### src/rtl/conv_seq_ctrl.sv
// Single-FSM sequencer for the P-lane convolution datapath: loads a frame of x samples,
// runs the MAC passes, writes each pass to output memory and streams the results out.
module conv_seq_ctrl #(
    parameter int LENX  = 8,
    parameter int LENF  = 4,
    parameter int P     = 3,
    parameter int ADDRX = 3,
    parameter int ADDRF = 2
) (
    input  logic               clk,
    input  logic               reset,
    input  logic               s_valid_x,
    output logic               s_ready_x,
    output logic               x_wr_en,
    output logic [ADDRX-1:0]   x_wr_addr,
    output logic [P*ADDRX-1:0] x_rd_addr,
    output logic [ADDRF-1:0]   f_rd_addr,
    output logic               clr_acc,
    output logic               en_acc,
    output logic               y_wr_en,
    output logic [ADDRX-1:0]   y_wr_base,
    output logic [P-1:0]       y_wr_mask,
    output logic [ADDRX-1:0]   y_rd_addr,
    output logic               m_valid_y,
    input  logic               m_ready_y,
    output logic               frame_done
);

    localparam int SIZE  = LENX - LENF + 1;
    localparam int NPASS = (SIZE + P - 1) / P;
    localparam int PASSW = (NPASS > 1) ? $clog2(NPASS) : 1;

    typedef enum logic [2:0] {
        ST_LOAD,
        ST_MAC,
        ST_TAIL,
        ST_WRITE,
        ST_RD,
        ST_SEND
    } state_t;

    state_t             state_q, state_d;
    logic [ADDRX-1:0]   xcnt_q, xcnt_d;
    logic [ADDRF-1:0]   tap_q, tap_d;
    logic [PASSW-1:0]   pass_q, pass_d;
    logic [ADDRX-1:0]   ycnt_q, ycnt_d;
    logic               frame_done_q, frame_done_d;

    // Lanes past the end of the sample buffer read the last sample; their results are masked off.
    function automatic logic [ADDRX-1:0] lane_addr(input logic [PASSW-1:0] pass,
                                                   input logic [ADDRF-1:0] tap,
                                                   input int lane);
        int a;
        a = int'(pass) * P + lane + int'(tap);
        if (a > LENX - 1) a = LENX - 1;
        return ADDRX'(a);
    endfunction

    always_ff @(posedge clk or posedge reset) begin
        if (reset) begin
            state_q      <= ST_LOAD;
            xcnt_q       <= '0;
            tap_q        <= '0;
            pass_q       <= '0;
            ycnt_q       <= '0;
            frame_done_q <= 1'b0;
        end else begin
            state_q      <= state_d;
            xcnt_q       <= xcnt_d;
            tap_q        <= tap_d;
            pass_q       <= pass_d;
            ycnt_q       <= ycnt_d;
            frame_done_q <= frame_done_d;
        end
    end

    always_comb begin
        state_d      = state_q;
        xcnt_d       = xcnt_q;
        tap_d        = tap_q;
        pass_d       = pass_q;
        ycnt_d       = ycnt_q;
        frame_done_d = 1'b0;
        case (state_q)
            ST_LOAD: begin
                if (s_valid_x) begin
                    if (int'(xcnt_q) == LENX - 1) begin
                        state_d = ST_MAC;
                        pass_d  = '0;
                        tap_d   = '0;
                    end else begin
                        xcnt_d = xcnt_q + 1'b1;
                    end
                end
            end
            ST_MAC: begin
                if (int'(tap_q) == LENF - 1) state_d = ST_TAIL;
                else                         tap_d   = tap_q + 1'b1;
            end
            ST_TAIL: state_d = ST_WRITE;
            ST_WRITE: begin
                if (int'(pass_q) == NPASS - 1) begin
                    state_d = ST_RD;
                    ycnt_d  = '0;
                end else begin
                    state_d = ST_MAC;
                    pass_d  = pass_q + 1'b1;
                    tap_d   = '0;
                end
            end
            ST_RD: state_d = ST_SEND;
            ST_SEND: begin
                if (m_ready_y) begin
                    if (int'(ycnt_q) == SIZE - 1) begin
                        // Registered so the pulse carries no path from m_ready_y.
                        frame_done_d = 1'b1;
                        xcnt_d       = '0;
                        state_d      = ST_LOAD;
                    end else begin
                        ycnt_d  = ycnt_q + 1'b1;
                        state_d = ST_RD;
                    end
                end
            end
            default: state_d = ST_LOAD;
        endcase
    end

    always_comb begin
        s_ready_x = 1'b0;
        x_wr_addr = '0;
        x_rd_addr = '0;
        f_rd_addr = '0;
        clr_acc   = 1'b0;
        en_acc    = 1'b0;
        y_wr_en   = 1'b0;
        y_wr_base = '0;
        y_wr_mask = '0;
        y_rd_addr = '0;
        m_valid_y = 1'b0;
        case (state_q)
            ST_LOAD: begin
                s_ready_x = ~reset;
                x_wr_addr = xcnt_q;
            end
            ST_MAC, ST_TAIL: begin
                f_rd_addr = tap_q;
                for (int i = 0; i < P; i++) begin
                    x_rd_addr[i*ADDRX +: ADDRX] = lane_addr(pass_q, tap_q, i);
                end
                // Memory read latency: the product of tap t is accumulated one cycle later.
                clr_acc = (state_q == ST_MAC) && (tap_q == '0);
                en_acc  = (state_q == ST_TAIL) || (tap_q != '0);
            end
            ST_WRITE: begin
                y_wr_en   = 1'b1;
                y_wr_base = ADDRX'(int'(pass_q) * P);
                for (int i = 0; i < P; i++) begin
                    y_wr_mask[i] = (int'(pass_q) * P + i) < SIZE;
                end
            end
            ST_RD, ST_SEND: begin
                y_rd_addr = ycnt_q;
                m_valid_y = (state_q == ST_SEND);
            end
            default: ;
        endcase
    end

    assign x_wr_en    = s_valid_x & s_ready_x;
    assign frame_done = frame_done_q;

    a_xcnt: assert property (@(posedge clk) disable iff (reset) int'(xcnt_q) < LENX);
    a_tap:  assert property (@(posedge clk) disable iff (reset) int'(tap_q) < LENF);
    a_pass: assert property (@(posedge clk) disable iff (reset) int'(pass_q) < NPASS);
    a_ycnt: assert property (@(posedge clk) disable iff (reset) int'(ycnt_q) < SIZE);

endmodule

### config.mk
export PLATFORM = sky130hd
export DESIGN_NAME = conv_seq_ctrl
export DESIGN_NICKNAME = d
export VERILOG_FILES = /design/src/rtl/conv_seq_ctrl.sv
export SDC_FILE = /design/constraint.sdc
export NUM_CORES = 1
export LEC_CHECK = 0
export ABC_CLOCK_PERIOD_IN_PS = 4700
export BUFFER_PORTS_ARGS = -buffer_cell sky130_fd_sc_hd__clkbuf_2
export CAP_MARGIN = 20
export CORE_MARGIN = 2
export CORE_UTILIZATION = 54
export DETAILED_ROUTE_END_ITERATION = 7
export HOLD_SLACK_MARGIN = 0.02
export PLACE_DENSITY = 0.84
export SLEW_MARGIN = 20
export SYNTH_ARGS = -nofsm -noshare
export SYNTH_HDL_FRONTEND = slang
export SYNTH_SLANG_ARGS = --single-unit
### constraint.sdc
create_clock -name clk -period 4.7 [get_ports clk]
set_clock_uncertainty 0.15 [all_clocks]
set_input_delay 1.175 -clock clk [delete_from_list [all_inputs] [get_ports clk]]
set_output_delay 1.175 -clock clk [all_outputs]
set_load 0.01 [all_outputs]
# Yosys cells after proc, flatten, opt, wreduce, memory -nomap -nowiden
# Cells that the tools add are included.
[word_totals]
ff_bits = 13
inputBits = 4
output_inout_bits = 30
word_cells = 100
[classes]
add_sub_neg = 9
multipliers = 1
n_lt_le_gt_ge = 6
eq_ne = 18
muxes = 42
bitwise_logic = 2
reduce_logical = 16
[ops]
columns = ["operator", "n"]
rows = [
  ["< comparator 32 x 4 -> 1 bit (second input constant)", 2],
  ["2-to-1 mux 3 bit", 20],
  ["adder 32 x 2 -> 32 bit (second input constant)", 1],
  ["adder 32 x 3 -> 32 bit", 1],
  ["> comparator 32 x 4 -> 1 bit (second input constant)", 1],
  ["inequality test 2 bit (second input constant)", 10],
  ["one-hot mux 3 bit (6 select lines)", 1],
  ["one-hot mux 3 bit (2 select lines)", 2],
  ["2-to-1 mux 1 bit", 11],
  ["2-to-1 mux 2 bit", 5],
  ["AND reduction 5 bit", 2],
  ["equality test 3 bit (second input constant)", 3],
  ["2-to-1 mux 9 bit", 1],
  ["AND reduction 4 bit", 2],
  ["nonzero test 2 bit", 4],
  ["adder 3 x 1 -> 3 bit (second input constant)", 2],
  ["equality test 3 x 1 -> 1 bit (second input constant)", 2],
  ["equality test 3 x 2 -> 1 bit (second input constant)", 2],
  ["one-hot mux 2 bit (3 select lines)", 1],
  ["adder 4 x 2 -> 5 bit", 1],
  ["> comparator 5 x 3 -> 1 bit (second input constant)", 1],
  ["adder 3 x 2 -> 4 bit", 1],
  ["adder 3 x 2 -> 4 bit (second input constant)", 1],
  ["> comparator 4 x 3 -> 1 bit (second input constant)", 1],
  ["other kinds (15)", 16],
]

# Depth between registers and ports, before layout
# Gate-level depths: netlist of the first run.
[depth]
word_depth = 6
mapped_depth = 6
ltp_nobuf = 6

# Worst setup path before layout of the first run
# No wires, ideal clock.
[synth_path]
path_type = "input to output"
from = "input s_valid_x"
to = "output x_wr_en"
t_arrival_ns = 1.525
required_time_ns = 3.375
slack_ns = 1.850
stages = 2
path_buffers = 0
path_cell_list = "inv_1 nor3_1"
[synth_between]
elab_chain_len = 1
[synth_rtl]
columns = ["item", "line", "text"]
rows = [
  ["start, declared", "12", "input logic s_valid_x,"],
  ["AND 1 bit", "170", "assign x_wr_en = s_valid_x & s_ready_x;"],
  ["end, declared", "14", "output logic x_wr_en,"],
]
# Every way passes these cells.

# Worst setup path in the final report of the first run
[layout_path]
from = "register pass_q"
to = "output x_rd_addr[5]"
[layout_between]
elab_chain_len = 6
[layout_rtl]
columns = ["item", "line", "text"]
rows = [
  ["start, declared", "45", "logic [PASSW-1:0] pass_q, pass_d;"],
  ["start signal, assigned", "71", "pass_q <= pass_d;"],
  ["multiplier 1 x 2 -> 3 bit *", "54", "a = int'(pass) * P + lane + int'(tap);"],
  ["adder 32 x 2 -> 32 bit *", "54", ""],
  ["adder 32 x 3 -> 32 bit *", "54", ""],
  ["> comparator 32 x 4 -> 1 bit", "55", "if (a > LENX - 1) a = LENX - 1;"],
  ["2-to-1 mux 3 bit *", "55", ""],
  ["2-to-1 mux 9 bit *", "141", "case (state_q)"],
  ["end, declared", "16", "output logic [P*ADDRX-1:0] x_rd_addr,"],
]
# Mark *: on every way between the ends. The rest lies on a longest branch, timed or not.

==> results of run 1 <==
[state kept, by name, indices dropped and copies added (netlist names)]
signal and cells:
ycnt_q 3, frame_done 1, pass_q 1, state_q 3
xcnt_q 3, tap_q 2
[where the power goes]
group / leakage (nW) / switching, mW / internal [mW] / total [mW]
Clock: 0.0177 / 0.0375 / 0.0315 / 0.0690
Combinational: 0.497 / 0.286 / 0.245 / 0.531
Sequential: 0.164 / 0.0870 / 0.157 / 0.244
Total: 0.679 / 0.410 / 0.434 / 0.844
[area by class of cell]
class	count	area (sq um)	share of cell area (%)
inverter	9	33.8	2.69
clock inverter	1	5.00	0.399
clock buffer	3	22.5	1.80
multi-input combinational	90	673	53.7
tap	27	33.8	2.69
timing repair buffer	32	160	12.8
sequential	13	325	25.9
[metal layers]
layer	part of all wire (%)	global-route usage [%]
met1	42	26.1
met2	54	40.0
met3	3.6	2.76
met4	0.51	5.71
met5	0	0
[how the worst max path moves through the flow]
| stage | startpoint | slack (ns) | endpoint | cells past startpoint |
|---|---|---|---|---|
| 2_1_floorplan | s_valid_x | 1.85 | x_wr_en | 2 |
| 3_3_place_gp | s_valid_x | 1.74 | x_wr_en | 4 |
| 3_5_place_dp | s_valid_x | 1.74 | x_wr_en | 4 |
| 4_1_cts | pass_q | 1.49 | x_rd_addr[5] | 7 |
| 5_1_grt | pass_q | 1.36 | x_rd_addr[5] | 7 |
| 6_report | pass_q | 1.49 | x_rd_addr[5] | 7 |
[critical path: cells and delay by family (launching register included)]
kind            cells  cell delay, ns
compound gates      1            0.12
xor+xnor            1            0.14
simple gates        1            0.05
fa+ha+maj           2            0.45
buf+inv             2            0.29
flops               1            0.57
[cells by family (layout without fill, tap and decap cells)]
kind of cell             after synthesis  after routing  share of synthesized area (%)
XOR/XNOR                               1              1                          0.800
flip-flops                            13             13                           29.7
AO/OA/AOI/OAI                         26             26                           16.7
buffers and inverters                 19             45                           8.80
multiplexers                           5              5                           5.26
other                                  1              1                          0.343
AND/OR/NAND/NOR                       43             43                           21.7
adder cells (fa/ha/maj)               14             14                           16.7
[through the flow]
step | hold WS [ns] | power [mW] | utilization, % | worst slack (ns)
finish | 0.397 | 0.844 | 64.6 | 1.49
global route | 0.424 | 0.931 | 64.6 | 1.36
CTS | 0.404 | 0.847 | 64.6 | 1.49
detailed placement | 0.384 | 0.776 | 63.1 | 1.74
global placement | 0.362 | 0.741 | 63.1 | 1.74
floorplan | 0.334 | 0.619 | - | 1.85
[cell usage after synthesis (2+ instances only)]
| library cell | n | share of area (%) |
|---|---|---|
| dfrtp_1 | 13 | 30 |
| ha_1 | 13 | 15 |
| nor2_1 | 12 | 4.1 |
| inv_1 | 9 | 3.1 |
| and2_1 | 8 | 4.6 |
| a21oi_1 | 7 | 3.2 |
| nand2_1 | 6 | 2.1 |
| buf_4 | 4 | 2.7 |
| o21ai_0 | 4 | 1.8 |
| clkbuf_1 | 3 | 1.0 |
| nor3_1 | 3 | 1.4 |
| a211oi_1 | 2 | 1.4 |
| a22o_1 | 2 | 1.6 |
| buf_2 | 2 | 0.91 |
| mux2_2 | 2 | 2.1 |
| mux2i_1 | 2 | 1.8 |
| nand2b_1 | 2 | 1.1 |
| nand3_1 | 2 | 0.91 |
==> impl_results.md, run 1 <==
* Slew headroom at 51.9%
* Worst hold path type: register to register
* GPL Wtd Cong at 0.772
* Most frequent CP cell: ha_1
* ANT cells at 0
* Vias at 978
* Final Hold Violating Endpoints at 0
* Hold wc startpoint: xcnt_q[1]
* Required time of the worst setup path at 3.38 ns
* Crit end category: output pin
* I/O Buffers at 32
* Hold Path Depth at 1
* Total GRT Usage at 21.6%
* Max-capacitance violation count at 0
* Reg2reg start: xcnt_q[0]
* Maximum VDD drop at 0.375 mV
* Fillers at 172
* Initial antenna violation count at 0
* H-tree depth at 1
* Outcome: finished clean
* Finish-stage setup viols at 0
* Worst-margin pin slew at 0.704 ns
* Final Max Tran Viols at 0
* Finished Cell Area at 1250 sq um
* Setup TNS at 0 ns
* Die Ht at 49.0 microns
* TritonCTS Buffers at 3
* Commonest non-fill, non-tap cell in the layout: clkbuf_2
* Leakage at 0.679 nW
* DP HPWL at 1860 microns
* Hold Path Sink: xcnt_q[1]
* 1st-pass router iterations at 4
* Count of cell types in the netlist at 44
* Placed inst area at 1230 sq um
* Element type at the critical path start: register
* Hold_buf cts at 0
* CTS root buf: clkbuf_4
* Max Freq at 312 MHz
* Worst path slowest cell: dfrtp_1
* Die area at 2400 sq um
* # rows at 16
* Top FF cell, synth: dfrtp_1
* Fraction of registers with async set/reset at 100%
* Total Wirelength at 2340 microns
* DRC viols at 0
* Post-synth EDFFs at 0
* RSZ-0062 raised after global routing: no
* First-pass GRT wire length at 4190 microns
* Minimum clock period at 3.21 ns
* Setup CP Type: register to output pin
* Worst reg2reg endpoint: tap_q[1]
* Resized Gates After CTS at 0
* CP max FO at 10
* Core ar. at 1940 sq um
* Largest net degree at the start of global routing at 19
* Non-filler instance count after layout at 175
* Synthesis-to-finish area growth at 14.5%
* Synthesized flop and latch total at 13
* Most frequent cells in the layout: clkbuf_2 (32), ha_1 (13), dfrtp_1 (13)
* Die Wd at 49.0 microns
* CP max stage delay at 0.57 ns
* Critical Path AT at 1.88 ns
* Power Dens Cells at 673 nW/um^2
* IO Pins at 34
* Antenna-violating nets left at 0
* Mapped Cells at 122
* Vias per cell at 5.59
* Total gr overflow at 0
* Post CTS Setup Buffer Count at 0
* Clk_lat worst skew at 0.27 ns
* Mapped Nets at 140
* Clock transition at the registers of the reported paths at 0.08 ns
* Placed cells at 171
* Reg2Reg Depth at 5
* Period utilisation layout at 68.2%
* Vias in the first global route at 988
* Post-Syn Area at 1090 sq um
* Yosys warns at 0
* Final nets at 167
* Post-synthesis sequential area ratio at 29.7%
* Starting Density at 56.4%
* Share of cells above drive strength 1 at 29.1%
* Drt wl/cell at 13.4 microns
* Worst-case clock buffer depth at 2
* Syn Area/Cell at 8.97 sq um
* Reg2Reg Setup Slack at 2.49 ns
* Drt initial violations at 19
* TritonCTS clock tree: yes
* CP Cell Sequence: inv_1, ha_1, ha_1, xor2_1, a21oi_1, nor2_1, clkbuf_2
* Clk sinks at 13
Power figures use the tool's default switching activity.
==> inputs of run 2 (changes only) <==
--- a/config.mk
+++ b/config.mk
@@ -5,14 +5,15 @@
 export SDC_FILE = /design/constraint.sdc
 export NUM_CORES = 1
 export LEC_CHECK = 0
-export ABC_CLOCK_PERIOD_IN_PS = 4700
+export ABC_CLOCK_PERIOD_IN_PS = 3350
 export BUFFER_PORTS_ARGS = -buffer_cell sky130_fd_sc_hd__clkbuf_2
 export CAP_MARGIN = 20
+export CORE_ASPECT_RATIO = 0.6
 export CORE_MARGIN = 2
-export CORE_UTILIZATION = 54
+export CORE_UTILIZATION = 50
 export DETAILED_ROUTE_END_ITERATION = 7
 export HOLD_SLACK_MARGIN = 0.02
-export PLACE_DENSITY = 0.84
+export PLACE_DENSITY = 0.78
 export SLEW_MARGIN = 20
 export SYNTH_ARGS = -nofsm -noshare
 export SYNTH_HDL_FRONTEND = slang
==> constraint.sdc (replaced) <==
create_clock -name clk -period 3.35 [get_ports clk]
set_clock_uncertainty 0.15 [all_clocks]
set_input_delay 0.8375 -clock clk [delete_from_list [all_inputs] [get_ports clk]]
set_output_delay 0.8375 -clock clk [all_outputs]
set_load 0.01 [all_outputs]
==> run 2 against run 1 <==
Compared with the run above: cell count is 1.7% higher; combinational power is 39% higher; sequential share of layout area is 0.052 points lower; via count is 2.9% lower; sequential power is 39% higher; critical path depth stayed put; critical path type unchanged.
==> impl_results.md, run 2 (synthesis results as in run 1) <==
* CP max stage delay at 0.54 ns
* Reg2reg start: xcnt_q[0]
* Die Wd at 64.4 microns
* Clk_lat worst skew at 0.28 ns
* Finished Cell Area at 1260 sq um
* Setup CP Type: register to output pin
* Max Freq at 349 MHz
* Placed inst area at 1230 sq um
* Antenna-violating nets left at 0
* # rows at 13
* Worst Slack Setup Final at 0.485 ns
* Die Ht at 40.2 microns
* Vias per cell at 5.34
* Synthesis-to-finish area growth at 14.7%
* Place WS at 0.804 ns
* Vias at 950
* Finish-stage setup viols at 0
* Fillers at 188
* Worst reg2reg endpoint: tap_q[1]
* Final Hold Violating Endpoints at 0
* Element type at the critical path start: register
* Worst path slowest cell: dfrtp_1
* Reg2Reg Setup Slack at 1.19 ns
* ANT cells at 0
* Post CTS Setup Buffer Count at 0
* I/O Buffers at 32
* Power Dens Cells at 938 nW/um^2
* IO Pins at 34
* Max-capacitance violation count at 0
* Final nets at 167
* Critical Path Sink: x_rd_addr[5]
* Required time of the worst setup path at 2.36 ns
* Initial antenna violation count at 0
* Vias in the first global route at 765
* Starting Density at 51.8%
* TritonCTS clock tree: yes
* Reg2Reg Depth at 5
* Crit path max-delay family: flip-flops
* Biggest regs: state_q: 3 flops, xcnt_q: 3 flops, ycnt_q: 3 flops
* Maximum VDD drop at 0.507 mV
* Worst-case clock buffer depth at 2
* Setup TNS at 0 ns
* Core ar. at 2110 sq um
* Hold_buf cts at 0
* Clk sinks at 13
* Bufs and invs on worst path at 2
* Worst-margin pin slew at 0.685 ns
* Total GRT Usage at 18.4%
* DP HPWL at 1800 microns
* Crit end category: output pin
* GPL Wtd Cong at 0.789
* Critical Path Start: pass_q
* Die area at 2590 sq um
* CTS root buf: clkbuf_4
* 1st-pass router iterations at 4
* Minimum clock period at 2.86 ns
* Total gr overflow at 0
* CP max FO at 10
* Period utilisation layout at 85.5%
* Most frequent CP cell: ha_1
* Largest net degree at the start of global routing at 19
* Resized Gates After CTS at 0
* Commonest non-fill, non-tap cell in the layout: clkbuf_2
* Critical Path Stages at 7
* Total Wirelength at 2290 microns
* Drt initial violations at 33
* Clock transition at the registers of the reported paths at 0.08 ns
* Leakage at 0.677 nW
* Share of cells above drive strength 1 at 28.4%
* Final Max Tran Viols at 0
* RSZ-0062 raised after global routing: no
* Most frequent cells in the layout: clkbuf_2 (32), ha_1 (13), dfrtp_1 (13)
* Drt wl/cell at 12.9 microns
* First-pass GRT wire length at 3480 microns
* Critical Path AT at 1.88 ns
* Outcome: finished clean
* H-tree depth at 1
* CP Cell Sequence: inv_1, ha_1, ha_1, xor2_1, a21oi_1, nor2_1, clkbuf_2
* TritonCTS Buffers at 3
* DRC viols at 0
* Slew headroom at 53.2%
* Worst hold path type: register to register
-- run 2: cell count changes in the layout (fill, tap and decap cells not counted) --
cell      delta
clkbuf_1     +1
clkinv_2     -1
-- run 2: worst min path at each step --
stage,from,endpoint,slack [ns],depth (start not counted)
CTS,xcnt_q[2],xcnt_q[2],0.40,1
detailed placement,xcnt_q[2],xcnt_q[2],0.37,1
global placement,xcnt_q[1],xcnt_q[1],0.36,1
global route,xcnt_q[1],xcnt_q[1],0.43,1
floorplan,xcnt_q[1],xcnt_q[1],0.33,1
finish,xcnt_q[1],xcnt_q[1],0.40,1
-- run 2: cell type report --
type                       instances  area [sq um]  area share [%]
sequential                        13           325            25.9
multi-input combinational         90           673            53.6
tap                               30          37.5            2.99
clock buffer                       4          26.3            2.09
timing repair buffer              32           160            12.7
inverter                           9          33.8            2.69
-- run 2: through the flow --
stage	util, %	power (mW)	std cells	hold WS [ns]
floorplan	-	0.869	122	0.334
global placement	58.2	1.05	174	0.358
detailed placement	58.2	1.08	174	0.375
CTS	59.4	1.18	178	0.404
global route	59.4	1.30	178	0.426
finish	59.4	1.18	178	0.398
-- run 2: where the power goes --
part	total (mW)	leakage, nW	internal (mW)	switching (mW)
logic	0.739	0.497	0.343	0.397
registers	0.339	0.164	0.221	0.118
clock network	0.101	0.0150	0.0462	0.0544
-- run 2: metal layers --
| metal | track usage [%] | share of wire, % | up-vias |
|---|---|---|---|
| li1 | - | - | 473 |
| met1 | 25.6 | 47 | 440 |
| met2 | 29.9 | 45 | 37 |
| met3 | 5.62 | 7.6 | 0 |
| met4 | 1.60 | 0 | 0 |
| met5 | 0 | 0 | - |
==> inputs of run 3 (changes only) <==
--- a/config.mk
+++ b/config.mk
@@ -14,6 +14,7 @@
 export DETAILED_ROUTE_END_ITERATION = 7
 export HOLD_SLACK_MARGIN = 0.02
 export PLACE_DENSITY = 0.78
+export RECOVER_POWER = 50
 export SLEW_MARGIN = 20
 export SYNTH_ARGS = -nofsm -noshare
 export SYNTH_HDL_FRONTEND = slang
==> run 3 against run 2 <==
Compared with the run above: clock power barely moved; wire length barely moved; register-to-register slack is essentially flat; combinational power shrank 2%; sequential cell count did not move; die area unchanged; count of clock-buffer cells in the layout unchanged; global-route usage unchanged; critical path depth unchanged; utilization fell by 0.71 points; power down 1.7%.
==> impl_results.md, run 3 (synthesis results as in run 1) <==
* Crit path max-delay family: flip-flops
* CTS root buf: clkbuf_4
* Clk_lat worst skew at 0.28 ns
* Final Max Tran Viols at 0
* Commonest non-fill, non-tap cell in the layout: clkbuf_2
* Total gr overflow at 0
* Final Hold Violating Endpoints at 0
* Antenna-violating nets left at 0
* Fillers at 192
* Worst hold path type: register to register
* Drt initial violations at 33
* RSZ-0062 raised after global routing: no
* I/O Buffers at 32
* Share of cells above drive strength 1 at 25.0%
* Bufs and invs on worst path at 2
* Max Freq at 351 MHz
* GPL Wtd Cong at 0.789
* Final nets at 167
* Required time of the worst setup path at 2.36 ns
* DRC viols at 0
* Power Dens Cells at 933 nW/um^2
* Max-capacitance violation count at 0
* Outcome: finished clean
* Worst-case clock buffer depth at 2
* Leakage at 0.663 nW
* Most frequent CP cell: ha_1
* Initial antenna violation count at 0
* Setup CP Type: register to output pin
* Post CTS Setup Buffer Count at 0
* Hold_ws at 0.398 ns
* Core ar. at 2110 sq um
* Die area at 2590 sq um
* Die Wd at 64.4 microns
* Die Ht at 40.2 microns
* Period utilisation layout at 85.1%
* Worst-margin pin slew at 0.699 ns
* Setup TNS at 0 ns
* Starting Density at 51.8%
* CP Cell Sequence: inv_1, ha_1, ha_1, xor2_1, a21oi_1, nor2_1, clkbuf_2
* Vias at 948
* Most frequent cells in the layout: clkbuf_2 (30), ha_1 (13), dfrtp_1 (13)
* Minimum clock period at 2.85 ns
* 1st-pass router iterations at 4
* Worst path slowest cell: dfrtp_1
* Total Wirelength at 2290 microns
* Biggest regs: state_q: 3 flops, xcnt_q: 3 flops, ycnt_q: 3 flops
* TritonCTS Buffers at 3
* Largest net degree at the start of global routing at 19
* Synthesis-to-finish area growth at 13.4%
* Hold_buf cts at 0
* Crit end category: output pin
* CP max stage delay at 0.53 ns
* First-pass GRT wire length at 3480 microns
* Finished Cell Area at 1240 sq um
* Maximum VDD drop at 0.497 mV
* Slew headroom at 52.2%
* Drt wl/cell at 12.8 microns
* Placed inst area at 1230 sq um
* # rows at 13
* IO Pins at 34
* Critical Path AT at 1.86 ns
* Finish-stage setup viols at 0
* DP HPWL at 1800 microns
* Vias per cell at 5.33
* ANT cells at 0
* Clock transition at the registers of the reported paths at 0.08 ns
* Element type at the critical path start: register
* Clk sinks at 13
* Total GRT Usage at 18.4%
* Vias in the first global route at 765
* H-tree depth at 1
* TritonCTS clock tree: yes
* CP max FO at 10
* Resized Gates After CTS at 0
run 3: cell type report:
class	count	area [sq um]	share of cell area [%]
multi-input cells	90	661	53.2
flip-flops and latches	13	325	26.2
repair buffers	32	158	12.7
well taps	30	37.5	3.02
inverters	9	33.8	2.72
clock buffers	4	26.3	2.12
run 3: worst paths after layout:
check,from,to,slack (ns),cells past startpoint
min in group asynchronous,reset,ycnt_q[0],0.44,2
setup reg to reg,xcnt_q[0],tap_q[1],1.18,5
max in group asynchronous,reset,pass_q,2.26,2
hold reg to reg,xcnt_q[1],xcnt_q[1],0.40,1
setup / recovery,pass_q,x_rd_addr[5],0.50,7
hold / removal,xcnt_q[1],xcnt_q[1],0.40,1
run 3: through the flow:
| stage | cells | util (%) | setup slack (ns) | total power [mW] |
|---|---|---|---|---|
| floorplan | 122 | - | 1.01 | 0.869 |
| global placement | 174 | 58.2 | 0.875 | 1.05 |
| detailed placement | 174 | 58.2 | 0.804 | 1.08 |
| CTS | 178 | 59.4 | 0.480 | 1.18 |
| global route | 178 | 58.7 | 0.353 | 1.28 |
| finish | 178 | 58.7 | 0.501 | 1.16 |
run 3: per-layer routing:
layer  routed length, microns  vias up  track usage, %
met5                        0        -               0
met4                        0        0            1.60
met3                      186        0            5.62
met2                     1010       35            29.9
met1                     1090      441            25.6
li1                         -      472               -
run 3: report_power, final:
part	switching (mW)	total (mW)	internal (mW)	leakage [nW]
clock network	0.0548	0.101	0.0462	0.0150
logic	0.395	0.721	0.326	0.483
registers	0.116	0.337	0.221	0.164
total	0.566	1.16	0.593	0.663
